**config.mk**
```make
export PLATFORM = sky130hd
export DESIGN_NAME = cvmcu_dbg_halt_ctrl
export DESIGN_NICKNAME = d
export VERILOG_FILES = /design/src/rtl/cvmcu_dbg_halt_ctrl.sv
export SDC_FILE = /design/constraint.sdc
export NUM_CORES = 1
export LEC_CHECK = 0
export BUFFER_PORTS_ARGS = -buffer_cell sky130_fd_sc_hd__buf_2
export CORE_MARGIN = 3
export CORE_UTILIZATION = 30
export CTS_CLUSTER_DIAMETER = 30
export CTS_CLUSTER_SIZE = 40
export DETAILED_ROUTE_END_ITERATION = 8
export PLACE_DENSITY_LB_ADDON = 0.1
export SYNTH_ARGS = -nofsm -noshare
export SYNTH_HDL_FRONTEND = slang
export SYNTH_SLANG_ARGS = --single-unit
```
**constraint.sdc**
```tcl
create_clock -name clk -period 2 [get_ports clk]
set_clock_uncertainty 0.2 [all_clocks]
set_input_delay 0.3 -clock clk [delete_from_list [all_inputs] [get_ports clk]]
set_output_delay 0.3 -clock clk [all_outputs]
set_load 0.005 [all_outputs]
```
**src/rtl/cvmcu_dbg_halt_ctrl.sv**
```systemverilog
// cvmcu_dbg_halt_ctrl: filters debug_req_i, runs the core halt/resume handshake
// with a bounded acknowledge window, and stops the system timer while halted.
module cvmcu_dbg_halt_ctrl #(
    parameter int unsigned REQ_FILTER   = 2,
    parameter int unsigned HALT_TIMEOUT = 256,
    parameter bit          STOPTIMER_EN = 1'b1
) (
    input  logic        clk,
    input  logic        reset_n,
    input  logic        debug_req_i,
    input  logic        core_halted_i,
    input  logic        resume_req_i,
    input  logic        timeout_clr_i,
    output logic        core_debug_halt_o,
    output logic        core_resume_o,
    output logic        stoptimer_o,
    output logic        timeout_o,
    output logic [15:0] halt_count_o,
    output logic [1:0]  dbg_state_o
);
    typedef enum logic [1:0] {IDLE = 2'd0, HALT_REQ = 2'd1, HALTED = 2'd2, RESUME = 2'd3} state_e;
    localparam logic [3:0]  FILT_LAST = 4'(REQ_FILTER - 1);
    localparam logic [15:0] TMO_LAST  = 16'(HALT_TIMEOUT - 1);
    state_e      state_q, state_d;
    logic [3:0]  filt_q, filt_d;
    logic [15:0] tmo_q, tmo_d, cnt_q, cnt_d;
    logic        timeout_q, timeout_d, set_to;
    logic        tmo_hit;
    assign tmo_hit = tmo_q == TMO_LAST;
    always_ff @(posedge clk) begin
        if (!reset_n) begin
            state_q   <= IDLE;
            filt_q    <= '0;
            tmo_q     <= '0;
            cnt_q     <= '0;
            timeout_q <= 1'b0;
        end else begin
            state_q   <= state_d;
            filt_q    <= filt_d;
            tmo_q     <= tmo_d;
            cnt_q     <= cnt_d;
            timeout_q <= timeout_d;
        end
    end
    always_comb begin
        state_d = state_q;
        filt_d  = filt_q;
        tmo_d   = tmo_q;
        cnt_d   = cnt_q;
        set_to  = 1'b0;
        case (state_q)
            IDLE: begin
                filt_d = debug_req_i ? filt_q + 4'd1 : 4'd0;
                if (debug_req_i && filt_q == FILT_LAST) begin
                    state_d = HALT_REQ;
                    filt_d  = '0;
                    tmo_d   = '0;
                end
            end
            HALT_REQ: begin
                if (core_halted_i) begin
                    state_d = HALTED;
                    cnt_d   = (cnt_q == 16'hFFFF) ? cnt_q : cnt_q + 16'd1;
                end else if (tmo_hit) begin
                    state_d = IDLE;
                    set_to  = 1'b1;
                end else begin
                    tmo_d = tmo_q + 16'd1;
                end
            end
            HALTED: begin
                // a core leaving debug mode on its own overrides a pending resume
                if (!core_halted_i) begin
                    state_d = IDLE;
                end else if (resume_req_i) begin
                    state_d = RESUME;
                    tmo_d   = '0;
                end
            end
            default: begin
                if (!core_halted_i) begin
                    state_d = IDLE;
                    filt_d  = '0;
                end else if (tmo_hit) begin
                    state_d = HALTED;
                    set_to  = 1'b1;
                end else begin
                    tmo_d = tmo_q + 16'd1;
                end
            end
        endcase
        timeout_d = set_to | (timeout_q & ~timeout_clr_i);
    end
    always_comb begin
        core_debug_halt_o = state_q == HALT_REQ;
        core_resume_o     = state_q == RESUME;
        stoptimer_o       = STOPTIMER_EN && (state_q == HALTED || state_q == RESUME);
        timeout_o         = timeout_q;
        halt_count_o      = cnt_q;
        dbg_state_o       = state_q;
    end
endmodule

```
==> qor.yml, run 1 <==
fp.dieH_um: 93.01
worst_pin_slew_ns: 0.5486
fin_nets: 361
path_class: "flop to flop"
io_pins: 28
synthesis.area_sq_um: 2271
finalSetupViolCount: 9
postRouteAntennaNets: 0
layout-drive-gt1-share_pct: 43.10
htree_levels: 2
n_antenna_cell: 0
whs_ns: 0.1382
ys_warn_count: 0
synth.area.top_cells: "dfxtp_1 (34%), and2_1 (5.2%), ha_1 (4.4%), nand3_1 (4.2%), nand2_1 (3.8%)"
synthArstFlopShare_pct: 0
rsz0062_at_grt: "yes"
power_frac_clock_pct: 24.2
hold_violations: 0
maxCapViolations: 0
vdd_drop_max_uv: 569.7
gp_congestion: 0.7480
syn-num-nets: 273
drc: 0
grt_pass1_wl_um: 9887
cp_data_required_time_ns: 2.02
cts_tree: "done"
violations: "setup timing"
crit_arrival_ns: 2.10
max_freq_mhz: 482.4
final_cell_mix: "buf_4 (57), dfxtp_1 (36), buf_2 (27), nand2_1 (21), and2_1 (19)"
yosysTopAreaCell: "dfxtp_1"
cts_sinks: 39
power.total_mw: 2.803
grt_usage_pct: 13.96
seq_area_frac_synth_pct: 34.38
first_pass_iters: 4
p_sw_share_pct: 34.45
cp-start-kind: "flop"
fin_crit_ns: 2.073
fill_cells: 760
path_buf_inv: 1
p_per_area_nw_per_um2: 839.6
maxSlewHeadroom_pct: 62.96
cts_max_path_buffers: 2
placed_cells: 427
finalWorstSetupSlack_ns: -0.07292
slew_viol_final: 0
grt-ovfl-total: 0
initial_core_util_pct: 31.14
syn_to_final_growth_pct: 47.00
grt_antenna_before_repair: 0
rows: 31
io_buffers: 27
wl_per_cell_um: 13.31
path_cells: "inv_4 -> ha_4 -> o21ba_4 -> o221a_4 -> o211ai_4 -> or4_1 -> a21oi_1"
power_frac_comb_pct: 46.1
hp-class: "primary input to flop"
layout_commonest_cell: "buf_4"
avgSynthCellArea_sq_um: 8.768
finalSetupTns_ns: -0.3351
total_switching_power_mw: 0.9655
clk_latency_ns: 0.29
core_area_sq_um: 7292
vias: 2198
dieArea_sq_um: 8650
routed_via_density: 4.917
crit_fanout: 6
slowest_delay_ns: 0.49
syn_inst: 259
yosysTopAreaCellShare_pct: 34.38
hold_buffers: 0
wirelength_um: 5950
die_x_um: 93.01
cts_buffers: 5
crit_slowest_cell: "or4_1"
leakage_nw: 1.439
place_hpwl_um: 4114
cts_root_buffer: "clkbuf_8"
cts.reportedPaths.clkPinSlew_ns: 0.08
first_global_vias: 2180
power_frac_seq_pct: 29.7
synth_edf_count: 0
critical_path.endpoint_type: "flop"
instances_no_fill: 447
fin_crit_sh_pct: 103.6
critPathTopFamily: "compound AO/OA/AOI/OAI gates"
p_int_mw: 1.837
drtIter0Drc: 98
yosysUniqueCellTypes: 56
status: "finished, violations left"
ys_seq_elements: 39
grt_start_max_net_pins: 28
ys.flop_type: "dfxtp_1"
-- Yosys cell counts, drive strengths merged (2+ instances only) --
cell type	count
dfxtp	39
nand2	23
and2	19
nand3	19
o21ai	14
nand4	13
a21oi	12
inv	9
nor3	9
xnor2	9
and3	8
ha	8
nor2	7
a21boi	5
and4	5
nor4	5
o31ai	5
or3	5
xor2	5
buf	4
clkbuf	4
o21a	4
or4	4
nor3b	2
o221a	2
or2	2
-- registers in the layout (all words and copies together) (netlist names) --
name	cells
timeout_o	1
filt_q	4
halt_count_o	16
tmo_q	16
dbg_state_o	2
-- power groups by stage --
stage / sequential [mW] / clock (mW) / combinational (mW)
floorplan: 0.852 / 0 / 0.523
global route: 0.837 / 0.739 / 1.40
finish: 0.833 / 0.677 / 1.29
CTS: 0.831 / 0.702 / 1.07
detailed placement: 0.843 / 0 / 0.919
global placement: 0.844 / 0 / 0.919
-- routing by layer --
| layer | global-route usage, % | up-vias | part of all wire [%] |
|---|---|---|---|
| li1 | - | 1135 | - |
| met5 | 0 | - | 0 |
| met2 | 24.12 | 16 | 49 |
| met3 | 2.896 | 2 | 2.6 |
| met4 | 3.663 | 0 | 0.64 |
| met1 | 17.66 | 1045 | 47 |
-- cell type report --
type	instances	area [sq um]	share of cell area, %
clock buffers	5	68.82	2.061
well taps	99	123.9	3.711
repair buffers	88	625.6	18.74
flip-flops and latches	39	789.5	23.65
multi-input cells	204	1648	49.36
clock inverters	3	43.79	1.312
inverters	9	38.79	1.162
-- logic make-up after synthesis --
kind of cell | after synthesis | share of synthesized area (%)
xor gates and xnor gates | 14 | 5.400
buffers and inverters | 17 | 3.691
and+or+nand+nor | 124 | 33.44
muxes | 2 | 0.9366
AOI/OAI and AO/OA | 55 | 17.74
DFF | 39 | 34.38
adders and majority gates | 8 | 4.408
-- tightest hold or removal path: cells and delay by family --
kind	cells	cell delay [ns]
simple gates	1	0.15
buf+inv	1	0.08
compound gates	1	0.06
-- stage by stage --
step	area, sq um	utilization (%)	setup WS (ns)
after floorplan	2301	-	0.01010
after global placement	2894	39.69	-0.07816
after CTS	3114	42.71	-0.06455
final	3338	45.78	-0.07292
after global routing	3338	45.78	-0.1597
after detailed placement	2894	39.69	-0.1224
-- worst paths after layout --
check	start	cells after the start	slack (ns)	to
min reg2reg	tmo_q[0]$_SDFFE_PN0P_	2	0.28	tmo_q[0]$_SDFFE_PN0P_
max	dbg_state_o[0]$_SDFFE_PN0P_	7	-0.07	tmo_q[13]$_SDFFE_PN0P_
min	timeout_clr_i	3	0.14	timeout_o$_SDFF_PN0_
max reg2reg	dbg_state_o[0]$_SDFFE_PN0P_	7	-0.07	tmo_q[13]$_SDFFE_PN0P_
-- repair_timing --
action,4_1_cts,5_1_grt
setup buffers,4,7
resized for setup,12,35
endpoints found under the hold margin,0,0
endpoints found under the setup margin,15,20
pin swaps,3,9
cloned,1,0
No activity file was read; power rests on OpenSTA's default activity.
==> run 2: changes to the inputs <==
==> constraint.sdc (replaced) <==
create_clock -name clk -period 2 [get_ports clk]
set_clock_uncertainty 0.2 [all_clocks]
set_input_delay 0.4 -clock clk [delete_from_list [all_inputs] [get_ports clk]]
set_output_delay 0.4 -clock clk [all_outputs]
set_load 0.005 [all_outputs]
==> run 2 against run 1 <==
Net effect:
- the run still ends with setup timing left
- non-clock buffer count is 1 lower
- clock power is 11% lower
- sequential power is 2% higher
- combinational power is 9% lower
- sequential share of layout area is 0.46 points higher
- sequential cell count stayed put
- register-to-register slack hardly changed
- count of clock-buffer cells in the layout is 3 higher
- final area is 1.5% lower
- power is 6.2% lower
- hold slack better by 0.086 ns
- routed wire length is 0.99% lower
==> qor.yml, run 2 (synthesized netlist as in run 1, its figures left out) <==
first_global_vias: 2173
io_pins: 28
multi_input_comb_area_sq_um: 1609
cp_data_required_time_ns: 2.03
fp.dieH_um: 93.01
postRouteAntennaNets: 0
finalWorstSetupSlack_ns: -0.07444
crit_arrival_ns: 2.11
htree_levels: 2
instances_no_fill: 446
n_antenna_cell: 0
cts.reportedPaths.clkPinSlew_ns: 0.08
regArea_sq_um: 793.3
wl_per_cell_um: 13.21
maxSlewHeadroom_pct: 64.87
drtIter0Drc: 67
initial_core_util_pct: 31.14
cts_tree: "done"
crit_fanout: 6
syn_to_final_growth_pct: 44.85
first_pass_iters: 4
place_hpwl_um: 4260
layout-drive-gt1-share_pct: 42.07
p_per_area_nw_per_um2: 799.4
hold_violations: 0
critical_path.endpoint_type: "flop"
rsz0062_at_grt: "yes"
max_freq_mhz: 482.1
slew_viol_final: 0
gp_congestion: 0.7700
rows: 31
fin_nets: 360
fin_crit_sh_pct: 103.7
routed_via_density: 4.957
cts_buffers: 5
grt_pass1_wl_um: 10080
die_x_um: 93.01
place_area_sq_um: 2909
grt_antenna_before_repair: 0
violations: "setup timing"
dp_slack_ns: -0.1135
fill_cells: 762
core_area_sq_um: 7292
worst_pin_slew_ns: 0.5203
cts_max_path_buffers: 2
leakage_nw: 1.366
grt_usage_pct: 14.39
postLayoutCellArea_sq_um: 3289
drc: 0
finalSetupViolCount: 5
fin_crit_ns: 2.074
cts_sinks: 39
placed_cells: 429
cp-start-kind: "flop"
hold_buffers: 0
layout_commonest_cell: "buf_4"
path_class: "flop to flop"
wirelength_um: 5891
vdd_drop_max_uv: 495.7
grt-ovfl-total: 0
vias: 2211
cts_root_buffer: "clkbuf_8"
clk_latency_ns: 0.29
io_buffers: 27
final_cell_mix: "buf_4 (55), dfxtp_1 (33), buf_2 (26), nand2_1 (20)"
status: "finished, violations left"
grt_start_max_net_pins: 19
dieArea_sq_um: 8650
hp-class: "primary input to flop"
maxCapViolations: 0
-- run 2: cell types whose count changed in the layout (fill, tap and decap cells not counted), sizes merged --
cell and change:
buf -1, bufinv -1, clkbuf +3, clkinv -2
-- run 2: layout make-up --
cell class              count  share of cell area (%)
multi-input cells         204                   48.92
flip-flops and latches     39                   24.12
repair buffers             87                   18.83
well taps                  99                   3.766
clock buffers               8                   3.043
inverters                   9                   1.331
-- run 2: critical path: stages (launching register included) --
cell      delay, ns
dfxtp_4        0.39
inv_6          0.05
ha_4           0.16
o21ba_4        0.22
o221a_4        0.23
o211ai_4       0.13
or4_1          0.48
a21oi_1        0.14
-- run 2: report_power, final --
group | internal (mW) | switching, mW
Combinational | 0.596 | 0.584
Clock | 0.315 | 0.289
Sequential | 0.811 | 0.0345
Total | 1.72 | 0.907
-- run 2: per-stage QoR --
step                      total power, mW  util (%)  hold slack (ns)  setup TNS [ns]
after floorplan                     1.375         -           0.2491               0
after global placement              1.752     39.89           0.3160         -0.2464
after detailed placement            1.761     39.89           0.3064         -0.4648
after CTS                           2.495     42.64           0.2141         -0.3273
after global routing                2.803     45.11           0.2480         -0.7159
final                               2.630     45.11           0.2239         -0.1733
-- run 2: per-layer routing --
layer / wire [um] / GRT usage [%]
met3: 192 / 2.977
met2: 2854 / 24.30
met4: 82 / 4.274
met5: 0 / 0
met1: 2762 / 18.46
-- run 2: final timing paths --
path	startpoint	endpoint	slack, ns	cells past startpoint
worst max register to register	dbg_state_o[0]$_SDFFE_PN0P_	tmo_q[13]$_SDFFE_PN0P_	-0.07	7
worst min-delay path	timeout_clr_i	timeout_o$_SDFF_PN0_	0.22	3
worst max-delay path	dbg_state_o[0]$_SDFFE_PN0P_	tmo_q[13]$_SDFFE_PN0P_	-0.07	7
worst min register to register	tmo_q[15]$_SDFFE_PN0P_	tmo_q[15]$_SDFFE_PN0P_	0.33	2
-- run 2: what timing repair did --
item,4_1_cts,5_1_grt
resized for setup,13,36
setup endpoints to repair,14,25
pin swaps,2,21
buffers inserted,2,6
cloned,1,0
==> run 3: changes to the inputs <==
--- a/config.mk
+++ b/config.mk
@@ -8,6 +8,7 @@
 export BUFFER_PORTS_ARGS = -buffer_cell sky130_fd_sc_hd__buf_2
 export CORE_MARGIN = 3
 export CORE_UTILIZATION = 30
+export CTS_BUF_LIST = sky130_fd_sc_hd__clkbuf_2
 export CTS_CLUSTER_DIAMETER = 30
 export CTS_CLUSTER_SIZE = 40
 export DETAILED_ROUTE_END_ITERATION = 8
==> run 3 against run 2 <==
Net effect:
- the flow still finishes with violations (setup timing)
- first-iteration DRC count is 18% lower
- critical path type is now flop to primary output
- maximum frequency decreased by 0.42%
- via count hardly changed
- largest power group unchanged
- highest routed layer unchanged
- clock power shrank 40%
==> qor.yml, run 3 (synthesized netlist as in run 1, its figures left out) <==
dieArea_sq_um: 8650
critical_path.endpoint_type: "primary output"
rows: 31
fill_cells: 751
hp-class: "primary input to flop"
fin_crit_sh_pct: 104.2
wirelength_um: 6039
leakage_nw: 1.413
met3_usage_pct: 3.057
crit_arrival_ns: 1.48
fp.dieH_um: 93.01
cp_data_required_time_ns: 1.40
final_cell_mix: "buf_4 (55), dfxtp_1 (27), buf_2 (26), nand2_1 (20)"
busiest_layer: "met2"
max_freq_mhz: 480.0
maxCapViolations: 0
die_x_um: 93.01
finalSetupViolCount: 8
first_pass_iters: 4
slew_viol_final: 0
first_global_vias: 2194
clk_latency_ns: 0.42
violations: "setup timing"
routed_via_density: 4.900
rsz0062_at_grt: "yes"
place_hpwl_um: 4260
htree_levels: 2
io_pins: 28
n_antenna_cell: 0
io_buffers: 27
layout_commonest_cell: "buf_4"
cts_buffers: 5
cts.reportedPaths.clkPinSlew_ns: 0.19
met1_usage_pct: 18.66
wl_per_cell_um: 13.39
crit_fanout: 4
finalWorstSetupSlack_ns: -0.08323
grt-ovfl-total: 0
grt_pass1_wl_um: 10190
status: "finished, violations left"
core_area_sq_um: 7292
cts_sinks: 39
worst_pin_slew_ns: 0.5324
hold_violations: 0
cts_root_buffer: "clkbuf_2"
fin_util_pct: 46.43
cts_max_path_buffers: 2
fin_nets: 365
gp_congestion: 0.7700
grt_usage_pct: 14.42
path_class: "flop to primary output"
drtIter0Drc: 55
cts_tree: "done"
initial_core_util_pct: 31.14
layout-drive-gt1-share_pct: 46.02
fin_crit_ns: 2.083
postRouteAntennaNets: 0
vdd_drop_max_uv: 452.5
globalRouteMet2Util_pct: 24.42
grt_antenna_before_repair: 0
drc: 0
maxSlewHeadroom_pct: 64.05
cp-start-kind: "flop"
syn_to_final_growth_pct: 49.09
grt_start_max_net_pins: 19
p_per_area_nw_per_um2: 743.8
finalSetupTns_ns: -0.4168
vias: 2210
[run 3: cell types whose count changed in the layout (fill, tap and decap cells not counted), moves of 4 or more]
cell and delta:
dfxtp_1 -6, clkbuf_8 -7, clkbuf_2 +6, dfxtp_2 +4
buf_6 +6
[run 3: metal layers]
| layer | wire [um] | up-vias |
|---|---|---|
| met4 | 66 | 0 |
| met1 | 2843 | 1038 |
| met2 | 2929 | 27 |
| met3 | 199 | 6 |
| li1 | - | 1139 |
| met5 | 0 | - |
[run 3: through the flow]
step | worst slack, ns | hold slack (ns) | area [sq um] | total power, mW | cells
floorplan | 0.01010 | 0.2491 | 2301 | 1.375 | 259
global placement | -0.08147 | 0.3160 | 2909 | 1.752 | 429
detailed placement | -0.1135 | 0.3064 | 2909 | 1.761 | 429
CTS | -0.1045 | 0.06800 | 3167 | 2.355 | 445
global route | -0.1603 | 0.08306 | 3386 | 2.683 | 451
finish | -0.08323 | 0.09549 | 3386 | 2.518 | 451
[run 3: what timing repair did]
| action | 4_1_cts | 5_1_grt |
|---|---|---|
| pin swaps | 16 | 18 |
| buffers inserted | 8 | 6 |
| endpoints found under the hold margin | 0 | 0 |
| hold buffers | 0 | 0 |
| setup endpoints to repair | 17 | 24 |
| cloned | 0 | 0 |
| resized for setup | 36 | 41 |
[run 3: area by class of cell]
| class | instances | area (sq um) | area share, % |
|---|---|---|---|
| multi-input cells | 203 | 1690 | 49.93 |
| flip-flops and latches | 39 | 805.8 | 23.80 |
| repair buffers | 93 | 686.9 | 20.29 |
| well taps | 99 | 123.9 | 3.659 |
| inverters | 9 | 41.29 | 1.220 |
| clock buffers | 6 | 30.03 | 0.8869 |
| clock inverters | 2 | 7.507 | 0.2217 |
[run 3: power breakdown]
part           switching (mW)  internal [mW]  leakage [nW]
sequential             0.0324          0.810         0.322
clock                   0.278         0.0841        0.0281
combinational           0.629          0.685          1.06
total                   0.939           1.58          1.41
[run 3: worst paths after layout]
check | slack [ns] | endpoint | cells after the start | from
min | 0.1 | timeout_o$_SDFF_PN0_ | 3 | timeout_clr_i
max reg2reg | -0.07 | tmo_q[13]$_SDFFE_PN0P_ | 9 | dbg_state_o[0]$_SDFFE_PN0P_
min reg2reg | 0.35 | halt_count_o[13]$_SDFFE_PN0P_ | 2 | halt_count_o[13]$_SDFFE_PN0P_
max | -0.08 | stoptimer_o | 5 | dbg_state_o[0]$_SDFFE_PN0P_
[run 3: worst max-delay path, cell delays in order, from the launching register on]
cell and delay (ns):
dfxtp_4 0.42, inv_4 0.05, ha_4 0.17, buf_6 0.11, or2_4 0.22, buf_6 0.11
